<file path="config.mk">
export PLATFORM = sky130hd
export DESIGN_NAME = shift_rr_sequencer_flat
export DESIGN_NICKNAME = d
export VERILOG_FILES = /design/src/rtl/shift_rr_sequencer_pkg.sv /design/src/rtl/shift_rr_sequencer_if.sv /design/src/rtl/shift_rr_sequencer_arb.sv /design/src/rtl/shift_rr_sequencer.sv /design/src/flat_wrapper.sv
export SDC_FILE = /design/constraint.sdc
export NUM_CORES = 1
export LEC_CHECK = 0
export ABC_CLOCK_PERIOD_IN_PS = 2350
export BUFFER_PORTS_ARGS = -buffer_cell sky130_fd_sc_hd__buf_4
export CAP_MARGIN = 10
export CORE_MARGIN = 1
export CORE_UTILIZATION = 50
export DETAILED_ROUTE_END_ITERATION = 6
export PLACE_DENSITY = 0.79
export SETUP_SLACK_MARGIN = 0.1
export SYNTH_ARGS = -nofsm -noshare
export SYNTH_HDL_FRONTEND = slang
export SYNTH_HIERARCHICAL = 1
export SYNTH_SLANG_ARGS = --single-unit
</file>
<file path="constraint.sdc">
create_clock -name i_Clock -period 2.35 [get_ports i_Clock]
set_input_delay 0.705 -clock i_Clock [delete_from_list [all_inputs] [get_ports i_Clock]]
set_output_delay 0.705 -clock i_Clock [all_outputs]
set_load 0.05 [all_outputs]
</file>
<file path="src/rtl/shift_rr_sequencer_pkg.sv">
`default_nettype none
// ============================================================================
// Module      : shift_seq_pkg
// Description : Opcodes and FSM state encoding shared by the shift sequencer.
// Revision    : 1.0 - initial release
// ============================================================================
package shift_seq_pkg;

    localparam logic [1:0] OP_LSL = 2'b00;
    localparam logic [1:0] OP_LSR = 2'b01;
    localparam logic [1:0] OP_ASR = 2'b10;
    localparam logic [1:0] OP_ROL = 2'b11;

    typedef enum logic [1:0] {
        S_IDLE  = 2'd0,
        S_SHIFT = 2'd1,
        S_DONE  = 2'd2
    } state_t;

endpackage
`default_nettype wire

</file>
<file path="src/rtl/shift_rr_sequencer_if.sv">
`default_nettype none
// ============================================================================
// Module      : shift_rr_sequencer_if
// Description : Two-requester command bus plus result channel of the sequencer.
// Revision    : 1.0 - initial release
// ============================================================================
interface shift_rr_sequencer_if #(
    parameter int WIDTH   = 8,
    parameter int SHAMT_W = 3
);
    logic               i_Req0_Valid;
    logic [1:0]         i_Req0_Op;
    logic [WIDTH-1:0]   i_Req0_Data;
    logic [SHAMT_W-1:0] i_Req0_Amt;
    logic               o_Req0_Ready;

    logic               i_Req1_Valid;
    logic [1:0]         i_Req1_Op;
    logic [WIDTH-1:0]   i_Req1_Data;
    logic [SHAMT_W-1:0] i_Req1_Amt;
    logic               o_Req1_Ready;

    logic               o_Rsp_Valid;
    logic               i_Rsp_Ready;
    logic [WIDTH-1:0]   o_Rsp_Data;
    logic               o_Rsp_Id;
    logic               o_Rsp_And;
    logic               o_Rsp_Or;
    logic               o_Rsp_Xor;
    logic               o_Busy;

    modport slave (
        input  i_Req0_Valid, i_Req0_Op, i_Req0_Data, i_Req0_Amt,
        output o_Req0_Ready,
        input  i_Req1_Valid, i_Req1_Op, i_Req1_Data, i_Req1_Amt,
        output o_Req1_Ready,
        output o_Rsp_Valid, o_Rsp_Data, o_Rsp_Id, o_Rsp_And, o_Rsp_Or, o_Rsp_Xor,
        input  i_Rsp_Ready,
        output o_Busy
    );

    modport master (
        output i_Req0_Valid, i_Req0_Op, i_Req0_Data, i_Req0_Amt,
        input  o_Req0_Ready,
        output i_Req1_Valid, i_Req1_Op, i_Req1_Data, i_Req1_Amt,
        input  o_Req1_Ready,
        input  o_Rsp_Valid, o_Rsp_Data, o_Rsp_Id, o_Rsp_And, o_Rsp_Or, o_Rsp_Xor,
        output i_Rsp_Ready,
        input  o_Busy
    );
endinterface
`default_nettype wire

</file>
<file path="src/rtl/shift_rr_sequencer_arb.sv">
`default_nettype none
// ============================================================================
// Module      : rr_arb2
// Description : Two-way round-robin arbiter; on a tie the side that did not
//               win last time is granted.
// Revision    : 1.0 - initial release
// ============================================================================
module rr_arb2 (
    input  wire logic       i_req0,
    input  wire logic       i_req1,
    input  wire logic       i_last,
    input  wire logic       i_enable,
    output logic [1:0]      o_grant,
    output logic            o_grant_id
);

    always_comb begin
        o_grant    = 2'b00;
        o_grant_id = 1'b0;
        if (i_enable) begin
            if (i_req0 && i_req1) begin
                o_grant_id = ~i_last;
                o_grant    = i_last ? 2'b01 : 2'b10;
            end else if (i_req0) begin
                o_grant_id = 1'b0;
                o_grant    = 2'b01;
            end else if (i_req1) begin
                o_grant_id = 1'b1;
                o_grant    = 2'b10;
            end
        end
    end

endmodule
`default_nettype wire

</file>
<file path="src/rtl/shift_rr_sequencer.sv">
`default_nettype none
// ============================================================================
// Module      : shift_rr_sequencer
// Description : Round-robin fronted multi-cycle shifter (one bit per clock)
//               returning the result with requester id and reduction flags.
// Revision    : 1.0 - initial release
// ============================================================================
module shift_rr_sequencer
    import shift_seq_pkg::*;
#(
    parameter int WIDTH   = 8,
    parameter int SHAMT_W = 3
) (
    input  wire logic           i_Clock,
    input  wire logic           i_Reset,
    shift_rr_sequencer_if.slave bus
);

    state_t             r_state;
    logic [WIDTH-1:0]   r_data;
    logic [SHAMT_W-1:0] r_count;
    logic [1:0]         r_op;
    logic               r_id;
    logic               r_last;
    logic               r_rsp_valid;
    logic               r_busy;

    logic [1:0]         w_grant;
    logic               w_grant_id;
    logic               w_enable;
    logic [WIDTH-1:0]   w_cmd_data;
    logic [1:0]         w_cmd_op;
    logic [SHAMT_W-1:0] w_cmd_amt;
    logic [WIDTH-1:0]   w_step;

    // Ready must stay low while reset is held, even though the state reads IDLE.
    assign w_enable = (r_state == S_IDLE) && !i_Reset;

    rr_arb2 u_arb (
        .i_req0     (bus.i_Req0_Valid),
        .i_req1     (bus.i_Req1_Valid),
        .i_last     (r_last),
        .i_enable   (w_enable),
        .o_grant    (w_grant),
        .o_grant_id (w_grant_id)
    );

    assign w_cmd_data = w_grant_id ? bus.i_Req1_Data : bus.i_Req0_Data;
    assign w_cmd_op   = w_grant_id ? bus.i_Req1_Op   : bus.i_Req0_Op;
    assign w_cmd_amt  = w_grant_id ? bus.i_Req1_Amt  : bus.i_Req0_Amt;

    always_comb begin
        w_step = r_data;
        case (r_op)
            OP_LSL:  w_step = {r_data[WIDTH-2:0], 1'b0};
            OP_LSR:  w_step = {1'b0, r_data[WIDTH-1:1]};
            OP_ASR:  w_step = {r_data[WIDTH-1], r_data[WIDTH-1:1]};
            OP_ROL:  w_step = {r_data[WIDTH-2:0], r_data[WIDTH-1]};
            default: w_step = r_data;
        endcase
    end

    always_ff @(posedge i_Clock or posedge i_Reset) begin
        if (i_Reset) begin
            r_state     <= S_IDLE;
            r_data      <= '0;
            r_count     <= '0;
            r_op        <= 2'b00;
            r_id        <= 1'b0;
            r_last      <= 1'b1;
            r_rsp_valid <= 1'b0;
            r_busy      <= 1'b0;
        end else begin
            case (r_state)
                S_IDLE: begin
                    if (|w_grant) begin
                        r_data <= w_cmd_data;
                        r_op   <= w_cmd_op;
                        r_id   <= w_grant_id;
                        r_last <= w_grant_id;
                        r_busy <= 1'b1;
                        if (w_cmd_amt == '0) begin
                            r_state     <= S_DONE;
                            r_rsp_valid <= 1'b1;
                        end else begin
                            r_count <= w_cmd_amt;
                            r_state <= S_SHIFT;
                        end
                    end
                end
                S_SHIFT: begin
                    r_data  <= w_step;
                    r_count <= r_count - 1'b1;
                    if (r_count == SHAMT_W'(1)) begin
                        r_state     <= S_DONE;
                        r_rsp_valid <= 1'b1;
                    end
                end
                S_DONE: begin
                    if (bus.i_Rsp_Ready) begin
                        r_state     <= S_IDLE;
                        r_rsp_valid <= 1'b0;
                        r_busy      <= 1'b0;
                    end
                end
                default: begin
                    r_state     <= S_IDLE;
                    r_rsp_valid <= 1'b0;
                    r_busy      <= 1'b0;
                end
            endcase
        end
    end

    assign bus.o_Req0_Ready = w_grant[0];
    assign bus.o_Req1_Ready = w_grant[1];
    assign bus.o_Rsp_Valid  = r_rsp_valid;
    assign bus.o_Rsp_Data   = r_data;
    assign bus.o_Rsp_Id     = r_id;
    assign bus.o_Rsp_And    = &r_data;
    assign bus.o_Rsp_Or     = |r_data;
    assign bus.o_Rsp_Xor    = ^r_data;
    assign bus.o_Busy       = r_busy;

endmodule
`default_nettype wire

</file>
<file path="src/flat_wrapper.sv">
// flat-port wrapper written by rule: the top's interface ports become plain ports
module shift_rr_sequencer_flat import shift_seq_pkg::*;
#(
    parameter int WIDTH   = 8,
    parameter int SHAMT_W = 3
)
  (i_Clock, i_Reset, bus_i_Req0_Valid, bus_i_Req0_Op, bus_i_Req0_Data, bus_i_Req0_Amt, bus_o_Req0_Ready, bus_i_Req1_Valid, bus_i_Req1_Op, bus_i_Req1_Data, bus_i_Req1_Amt, bus_o_Req1_Ready, bus_o_Rsp_Valid, bus_o_Rsp_Data, bus_o_Rsp_Id, bus_o_Rsp_And, bus_o_Rsp_Or, bus_o_Rsp_Xor, bus_i_Rsp_Ready, bus_o_Busy);
  shift_rr_sequencer_if #(.WIDTH(WIDTH), .SHAMT_W(SHAMT_W)) bus_i ();
  input  wire logic i_Clock;
  input  wire logic i_Reset;
  input wire logic [$bits(bus_i.i_Req0_Valid)-1:0] bus_i_Req0_Valid;
  input wire logic [$bits(bus_i.i_Req0_Op)-1:0] bus_i_Req0_Op;
  input wire logic [$bits(bus_i.i_Req0_Data)-1:0] bus_i_Req0_Data;
  input wire logic [$bits(bus_i.i_Req0_Amt)-1:0] bus_i_Req0_Amt;
  output wire logic [$bits(bus_i.o_Req0_Ready)-1:0] bus_o_Req0_Ready;
  input wire logic [$bits(bus_i.i_Req1_Valid)-1:0] bus_i_Req1_Valid;
  input wire logic [$bits(bus_i.i_Req1_Op)-1:0] bus_i_Req1_Op;
  input wire logic [$bits(bus_i.i_Req1_Data)-1:0] bus_i_Req1_Data;
  input wire logic [$bits(bus_i.i_Req1_Amt)-1:0] bus_i_Req1_Amt;
  output wire logic [$bits(bus_i.o_Req1_Ready)-1:0] bus_o_Req1_Ready;
  output wire logic [$bits(bus_i.o_Rsp_Valid)-1:0] bus_o_Rsp_Valid;
  output wire logic [$bits(bus_i.o_Rsp_Data)-1:0] bus_o_Rsp_Data;
  output wire logic [$bits(bus_i.o_Rsp_Id)-1:0] bus_o_Rsp_Id;
  output wire logic [$bits(bus_i.o_Rsp_And)-1:0] bus_o_Rsp_And;
  output wire logic [$bits(bus_i.o_Rsp_Or)-1:0] bus_o_Rsp_Or;
  output wire logic [$bits(bus_i.o_Rsp_Xor)-1:0] bus_o_Rsp_Xor;
  input wire logic [$bits(bus_i.i_Rsp_Ready)-1:0] bus_i_Rsp_Ready;
  output wire logic [$bits(bus_i.o_Busy)-1:0] bus_o_Busy;
  assign bus_i.i_Req0_Valid = bus_i_Req0_Valid;
  assign bus_i.i_Req0_Op = bus_i_Req0_Op;
  assign bus_i.i_Req0_Data = bus_i_Req0_Data;
  assign bus_i.i_Req0_Amt = bus_i_Req0_Amt;
  assign bus_o_Req0_Ready = bus_i.o_Req0_Ready;
  assign bus_i.i_Req1_Valid = bus_i_Req1_Valid;
  assign bus_i.i_Req1_Op = bus_i_Req1_Op;
  assign bus_i.i_Req1_Data = bus_i_Req1_Data;
  assign bus_i.i_Req1_Amt = bus_i_Req1_Amt;
  assign bus_o_Req1_Ready = bus_i.o_Req1_Ready;
  assign bus_o_Rsp_Valid = bus_i.o_Rsp_Valid;
  assign bus_o_Rsp_Data = bus_i.o_Rsp_Data;
  assign bus_o_Rsp_Id = bus_i.o_Rsp_Id;
  assign bus_o_Rsp_And = bus_i.o_Rsp_And;
  assign bus_o_Rsp_Or = bus_i.o_Rsp_Or;
  assign bus_o_Rsp_Xor = bus_i.o_Rsp_Xor;
  assign bus_i.i_Rsp_Ready = bus_i_Rsp_Ready;
  assign bus_o_Busy = bus_i.o_Busy;
  shift_rr_sequencer #(.WIDTH(WIDTH), .SHAMT_W(SHAMT_W)) u_core (.i_Clock(i_Clock), .i_Reset(i_Reset), .bus(bus_i));
endmodule
</file>
==> impl_metrics.csv, run 1 <==
group,metric,value,unit
status,status,"complete, no violations",
synth,xor_xnor_portion_of_the_synthesized_cell_area,3.51,%
place,finalWeightedCongestion,0.810,
global_routing,grt_start_max_net_pins,24,
synth,synth_largest_type_area_fraction,30.8,%
setup_path,crit_required,1.64,ns
sta,finClkSkew,0.00111,ns
setup_path,critical_path_type,"reg2out",
floorplan,die_width,56.0,µm
cells_and_area,finish.net_count,259,
place,port_buffer_count,46,
clocking,cts_buffer_depth,2,
place,dp.final_hpwl,2780,µm
synth,netlist_area,1460,µm²
global_routing,first_global_vias,1348,
clocking,path_clk_slew,0.12,ns
floorplan,dieArea,3140,µm²
place,placed_area,1870,µm²
hold_path,hp-class,"reg2reg",
cells_and_area,layout.cells.most_common_list,"62 x buf_4, 18 x nor2_1, 15 x a21oi_1",
route,first_iteration_detailed_routing_drc_count,53,
floorplan,height_of_the_die,56.0,µm
cells_and_area,final_layout_size_suffix_gt1_share,48.8,%
setup_path,worst_setup_path_endpoint,"bus_o_Rsp_Xor",
global_routing,number_of_antenna_violations_at_the_first_check_in_global_routing,0,
route,routed-via-count,1360,
route,drcViolationCount,0,
synth,synth.area.top_cells,"dfrtp_1 31%, ha_1 8.6%, mux2i_1 8.2%",
global_routing,global_route.usage.total,25.8,%
synth,distinct_cells_synth,36,
synth,cell_taking_the_most_area_after_synthesis,"dfrtp_1",
route,final_antenna_net_count,0,
global_routing,wire_length_of_the_first_global_routing_pass,6310,µm
clocking,worst_skew_pair.late_latency,0.30,ns
sta,finalWorstSetupSlack,0.0907,ns
cells_and_area,fillCellCount,195,
sta,fin_setup_tns,0,ns
synth,post_synthesis_share_of_cell_area_spent_on_and_or_nand_and_nor_gates,13.7,%
setup_path,r2r.worst_path.cells,8,
floorplan,initial_core_util,52.9,%
setup_path,critPathCaptureType,"primary output",
synth,ys_seq_area_share,32.6,%
route,wire_per_inst,14.8,µm
clocking,cts.root.buffer_cell,"clkbuf_4",
synth,synth_top_family_by_area,"compound AO/OA/AOI/OAI gates",
setup_path,rr_endpoint,"u_core/r_state[1]",
sta,unrepaired_setup_endpoints_after_global_routing,"yes",
clocking,cts_htree_levels,1,
setup_path,worstSetupStartpointType,"flop",
setup_path,timing.reg2reg.setup_slack,0.37,ns
sta,final.period_utilization,96.1,%
route,wirelength,3670,µm
cells_and_area,antenna_cells_inserted,0,
setup_path,path_max_fanout,2,
clocking,clock-sinks,19,
sta,worst_slew_margin_rel,49.8,%
synth,syn_area_per_cell,9.24,µm²
sta,report.final.hold_viol_count,0,
place,detailedPlace.worstSlack,0.0122,ns
synth,portion_of_netlist_area_occupied_by_mux_cells,11.3,%
synth,synth-compound-area-share,20.9,%
sta,worst-slew-pin-transition,0.752,ns
cells_and_area,stdcell_area,2070,µm²
synth,syn-num-nets,199,
sta,setup_viol,0,
route,drtPass1Iterations,4,
sta,timing.final.crit_period,2.26,ns
setup_path,worst_ep_arrival_time,1.55,ns
synth,postSynthRegisterBits,19,
floorplan,row_count,19,
job,max-cap-violations,0,
route,route.detailed.vias_per_inst,5.48,
setup_path,worst_r2r_startpoint,"u_core/r_state[1]",
cells_and_area,utilization,75.2,%
synth,syn-instance-count,158,
floorplan,num_ports,47,
cells_and_area,synthToLayoutAreaGrowth,42.1,%
setup_path,timing.critical_path.from,"u_core/bus.o_Rsp_Data[5]",
clocking,clock_tree_from_tritoncts,"built",
clocking,cts_made_buffers,3,
clocking,ctsHoldBuffers,0,
cells_and_area,layout.cells.most_common,"buf_4",
sta,fmax,443,MHz
synth,yosys.area_share.adder,8.57,%
global_routing,grt-ovfl-total,0,
synth,yosys_warnings,6,
sta,finalMaxSlewViolations,0,
floorplan,core_area,2760,µm²
[layer usage]
metal / global-route usage, % / wire length (µm) / up-vias
met4: 8.36 / 41 / 0
met2: 44.4 / 1940 / 35
met3: 2.09 / 153 / 4
li1: - / - / 673
met1: 34.2 / 1530 / 648
met5: 0 / 0 / -
[stage by stage]
stage,std cells,hold slack (ns)
floorplan,158,0.470
global placement,235,0.462
detailed placement,235,0.467
CTS,248,0.495
global route,248,0.506
finish,248,0.492
[worst max-delay path, cell delays in order, from the launching register on]
cell and delay (ns):
dfrtp_2 0.44, inv_2 0.08, ha_4 0.21, xor2_4 0.22
xnor2_4 0.14, buf_6 0.17
[synth_stat cells]
library cell / n
dfstp_2: 1
buf_12: 1
and4_1: 1
a2111oi_2: 1
a211oi_1: 9
nand3_1: 1
xnor2_1: 2
nand2_1: 9
nand4_1: 1
xor2_2: 1
a31oi_1: 1
nor4_4: 1
xor2_1: 2
o21bai_1: 1
nor2_1: 18
mux2_2: 4
mux2i_1: 12
o21ai_1: 3
nor2b_4: 1
ha_1: 10
a211o_1: 1
nor2b_1: 2
a211oi_2: 1
buf_2: 3
o21ai_0: 5
nor3_1: 5
buf_6: 3
inv_1: 14
o21bai_4: 1
a21o_1: 3
dfrtp_1: 18
o22ai_1: 1
a221oi_2: 1
nand2b_1: 1
a21oi_1: 17
buf_4: 2
[kinds of logic after synthesis]
| logic type | after synthesis |
|---|---|
| buffers and inverters | 23 |
| AOI/OAI and AO/OA | 45 |
| muxes | 16 |
| DFF | 19 |
| and+or+nand+nor | 40 |
| adders and majority gates | 10 |
| xor gates and xnor gates | 5 |
[registers in the layout, indices dropped and copies added (netlist names)]
register                cells
u_core/bus.o_Rsp_Id         1
u_core/r_count              3
u_core/bus.o_Rsp_Data       8
u_core/bus.o_Rsp_Valid      1
u_core/r_last               1
u_core/bus.o_Busy           1
u_core/r_state              2
u_core/r_op                 2
[final cells by class]
class                           count  area, µm²  area share, %
Clock buffer                        3       22.5           1.09
Inverter                           14       52.6           2.53
Multi-Input combinational cell    116        981           47.3
Sequential cell                    19        487           23.5
Tap cell                           31       38.8           1.87
Clock inverter                      1       5.00          0.241
Timing Repair Buffer               64        488           23.5
[what timing repair did]
item / in CTS / in global routing
cloned: 0 / 0
buffers inserted: 9 / 0
resized for setup: 15 / 5
pin swaps: 3 / 3
endpoints found under the setup margin: 2 / 3
[how the worst min path moves through the flow]
stage / slack (ns) / end / start / cells after the start
6_report: 0.49 / u_core/bus.o_Rsp_Valid / u_core/bus.o_Rsp_Valid / 1
5_1_grt: 0.51 / u_core/bus.o_Rsp_Valid / u_core/bus.o_Rsp_Valid / 1
4_1_cts: 0.50 / u_core/bus.o_Rsp_Valid / u_core/bus.o_Rsp_Valid / 1
3_5_place_dp: 0.47 / u_core/bus.o_Rsp_Valid / u_core/bus.o_Rsp_Valid / 1
3_3_place_gp: 0.46 / u_core/bus.o_Rsp_Valid / u_core/bus.o_Rsp_Valid / 1
2_1_floorplan: 0.47 / u_core/r_count[0] / u_core/r_count[0] / 1
Power of run 1 is not shown: default switching activity piles up to over one toggle a cycle in this logic, so the estimate is an artifact.
==> run 2, diff against run 1 <==
--- a/config.mk
+++ b/config.mk
@@ -5,6 +5,7 @@
 export SDC_FILE = /design/constraint.sdc
 export NUM_CORES = 1
 export LEC_CHECK = 0
+export ABC_AREA = 1
 export ABC_CLOCK_PERIOD_IN_PS = 2350
 export BUFFER_PORTS_ARGS = -buffer_cell sky130_fd_sc_hd__buf_4
 export CAP_MARGIN = 10
==> impl_metrics.csv, run 2 <==
group,metric,value,unit
sta,final.period_utilization,94.9,%
synth,distinct_cells_synth,25,
floorplan,initial_core_util,52.9,%
setup_path,worstSetupStartpointType,"flop",
sta,worst_slew_margin_rel,69.3,%
synth,netlist_area,1470,µm²
floorplan,num_ports,47,
place,finalWeightedCongestion,0.873,
sta,worst-slew-pin-transition,0.460,ns
synth,syn_area_per_cell,6.60,µm²
floorplan,core_area,2780,µm²
cells_and_area,layout.cells.most_common,"nand2_1",
global_routing,grt_start_max_net_pins,20,
global_routing,first_global_vias,1540,
floorplan,dieArea,3170,µm²
setup_path,path_max_fanout,2,
sta,timing.final.crit_period,2.23,ns
synth,yosys_warnings,6,
cells_and_area,final_layout_size_suffix_gt1_share,36.4,%
setup_path,rr_endpoint,"u_core/bus.o_Rsp_Valid",
sta,fmax,448,MHz
clocking,path_clk_slew,0.12,ns
cells_and_area,finish.net_count,328,
setup_path,worst_r2r_startpoint,"u_core/r_state[1]",
pwr,cellLeakagePower,1.18,nW
synth,synth-edff-count,0,
setup_path,crit_required,1.64,ns
cells_and_area,multi_input_gate_area,952,µm²
synth,syn-instance-count,223,
clocking,cts_htree_levels,1,
status,status,"complete, no violations",
pwr,power-per-cell-area,1700,nW/µm²
synth,cell_taking_the_most_area_after_synthesis,"dfrtp_1",
synth,ys_seq_area_share,32.4,%
place,port_buffer_count,46,
route,wire_per_inst,12.2,µm
route,routed-via-count,1575,
cells_and_area,antenna_cells_inserted,0,
setup_path,timing.reg2reg.setup_slack,0.34,ns
route,first_iteration_detailed_routing_drc_count,59,
synth,synth_ff_type,"dfrtp_1",
route,wirelength,3860,µm
cells_and_area,fillCellCount,230,
cells_and_area,synthToLayoutAreaGrowth,43.0,%
setup_path,critPathCaptureType,"primary output",
pwr,pwr_total,0.00358,W
floorplan,row_count,19,
setup_path,worst_ep_arrival_time,1.53,ns
synth,synthMostInstantiatedCell,"nand2_1",
pwr,ir_drop,2.88,mV
synth,share_of_flip_flops_with_an_asynchronous_set_or_reset_after_synthesis,100,%
synth,synthTopCellsByCount,"86 x nand2_1, 25 x inv_1, 19 x nor2_1",
clocking,cts.root.buffer_cell,"clkbuf_4",
global_routing,wire_length_of_the_first_global_routing_pass,6440,µm
clocking,clock-sinks,19,
global_routing,global_route.usage.total,25.4,%
sta,finClkSkew,0.00622,ns
floorplan,die_width,56.3,µm
global_routing,number_of_antenna_violations_at_the_first_check_in_global_routing,0,
sta,report.final.hold_viol_count,0,
cells_and_area,largest_register_ff_count,8,
clocking,worst_skew_pair.late_latency,0.30,ns
setup_path,critical_path_type,"reg2out",
synth,syn-num-nets,264,
route,final_antenna_net_count,0,
cells_and_area,regArea,477,µm²
clocking,cts_made_buffers,3,
clocking,clock_tree_from_tritoncts,"built",
cells_and_area,layout.cells.most_common_list,"86 x nand2_1, 61 x buf_4, 18 x dfrtp_1",
synth,postSynthRegisterBits,19,
synth,synth_largest_type_area_fraction,30.6,%
clocking,cts_buffer_depth,2,
route,drcViolationCount,0,
floorplan,height_of_the_die,56.3,µm
sta,finalHoldWorstSlack,0.426,ns
setup_path,r2r.worst_path.cells,13,
sta,unrepaired_setup_endpoints_after_global_routing,"yes",
sta,finalMaxSlewViolations,0,
place,dp.final_hpwl,2680,µm
sta,setup_viol,0,
global_routing,grt-ovfl-total,0,
hold_path,hp-class,"in2async",
job,max-cap-violations,0,
synth,synth.area.top_cells,"dfrtp_1 31%, nand2_1 22%, ha_1 8.5%",
route,drtPass1Iterations,4,
route,route.detailed.vias_per_inst,4.97,
-- run 2: changes by cell type after synthesis, moves of 3 or more --
cell | before | now
nor3_1 | 5 | 0
inv_2 | 0 | 5
nand2_1 | 9 | 86
mux2i_1 | 12 | 0
mux2_2 | 4 | 0
o21ai_0 | 5 | 14
nand3_1 | 1 | 15
a21o_1 | 3 | 0
a21oi_1 | 17 | 4
a211oi_1 | 9 | 0
inv_1 | 14 | 25
-- run 2: worst max-delay path by stage --
stage	from	endpoint	slack [ns]	depth (start not counted)
CTS	u_core/bus.o_Rsp_Data[3]	bus_o_Rsp_Xor	0.06	5
global route	u_core/bus.o_Rsp_Data[1]	bus_o_Rsp_Xor	0.04	5
floorplan	u_core/bus.o_Rsp_Data[4]	bus_o_Rsp_Xor	-0.14	4
detailed placement	i_Reset	u_core/bus.o_Rsp_Valid	0.14	12
global placement	i_Reset	u_core/r_count[0]	0.20	13
finish	u_core/bus.o_Rsp_Data[1]	bus_o_Rsp_Xor	0.12	5
-- run 2: worst max-delay path, cell delays in order, from the launching register on --
cell and delay (ns):
dfrtp_1 0.40, inv_2 0.07, ha_4 0.30, xor2_4 0.16, xnor2_2 0.13, buf_6 0.17
-- run 2: cell families (layout without fill, tap and decap cells) --
group           after synthesis  after routing  synth area share (%)
simple gates                129            129                  36.7
flops                        19             19                  32.4
xor+xnor                      4              4                  2.38
buf+inv                      36             99                  11.0
compound gates               25             25                  9.09
fa+ha+maj                    10             10                  8.50
-- run 2: layout make-up --
| type | count | area share, % |
|---|---|---|
| multi-input combinational | 168 | 45.2 |
| sequential | 19 | 22.6 |
| clock inverter | 1 | 0.238 |
| inverter | 31 | 5.64 |
| tap | 31 | 1.84 |
| timing repair buffer | 64 | 23.4 |
| clock buffer | 3 | 1.07 |
-- run 2: what timing repair did --
action,in CTS,in global routing
hold buffers,0,0
setup buffers,8,6
pin swaps,1,3
setup endpoints to repair,3,5
gates resized for setup,9,14
hold endpoints to repair,0,0
-- run 2: power by group --
group / switching, W / leakage [nW] / internal (W)
sequential: 0.000113 / 0.233 / 0.000489
combinational: 0.00168 / 0.926 / 0.00112
clock: 0.000109 / 0.0177 / 0.0000634
-- run 2: metal layers --
metal | share of wire (%) | wire length [µm] | global-route usage (%) | vias up
li1 | - | - | - | 814
met1 | 43 | 1670 | 32.0 | 729
met2 | 53 | 2030 | 46.3 | 28
met3 | 3.2 | 124 | 2.30 | 4
met4 | 0.91 | 35 | 7.32 | 0
met5 | 0 | 0 | 0 | -
-- run 2: stage by stage --
stage / TNS [ns] / area (µm²) / utilization (%) / std cells / setup WS [ns]
finish: 0 / 2110 / 75.7 / 317 / 0.119
global route: 0 / 2110 / 75.7 / 317 / 0.0411
CTS: 0 / 2000 / 72.0 / 311 / 0.0642
detailed placement: 0 / 1860 / 66.8 / 299 / 0.140
global placement: 0 / 1860 / 66.8 / 299 / 0.198
floorplan: -0.144 / 1490 / - / 223 / -0.144
(Power assumes the default switching activity.)
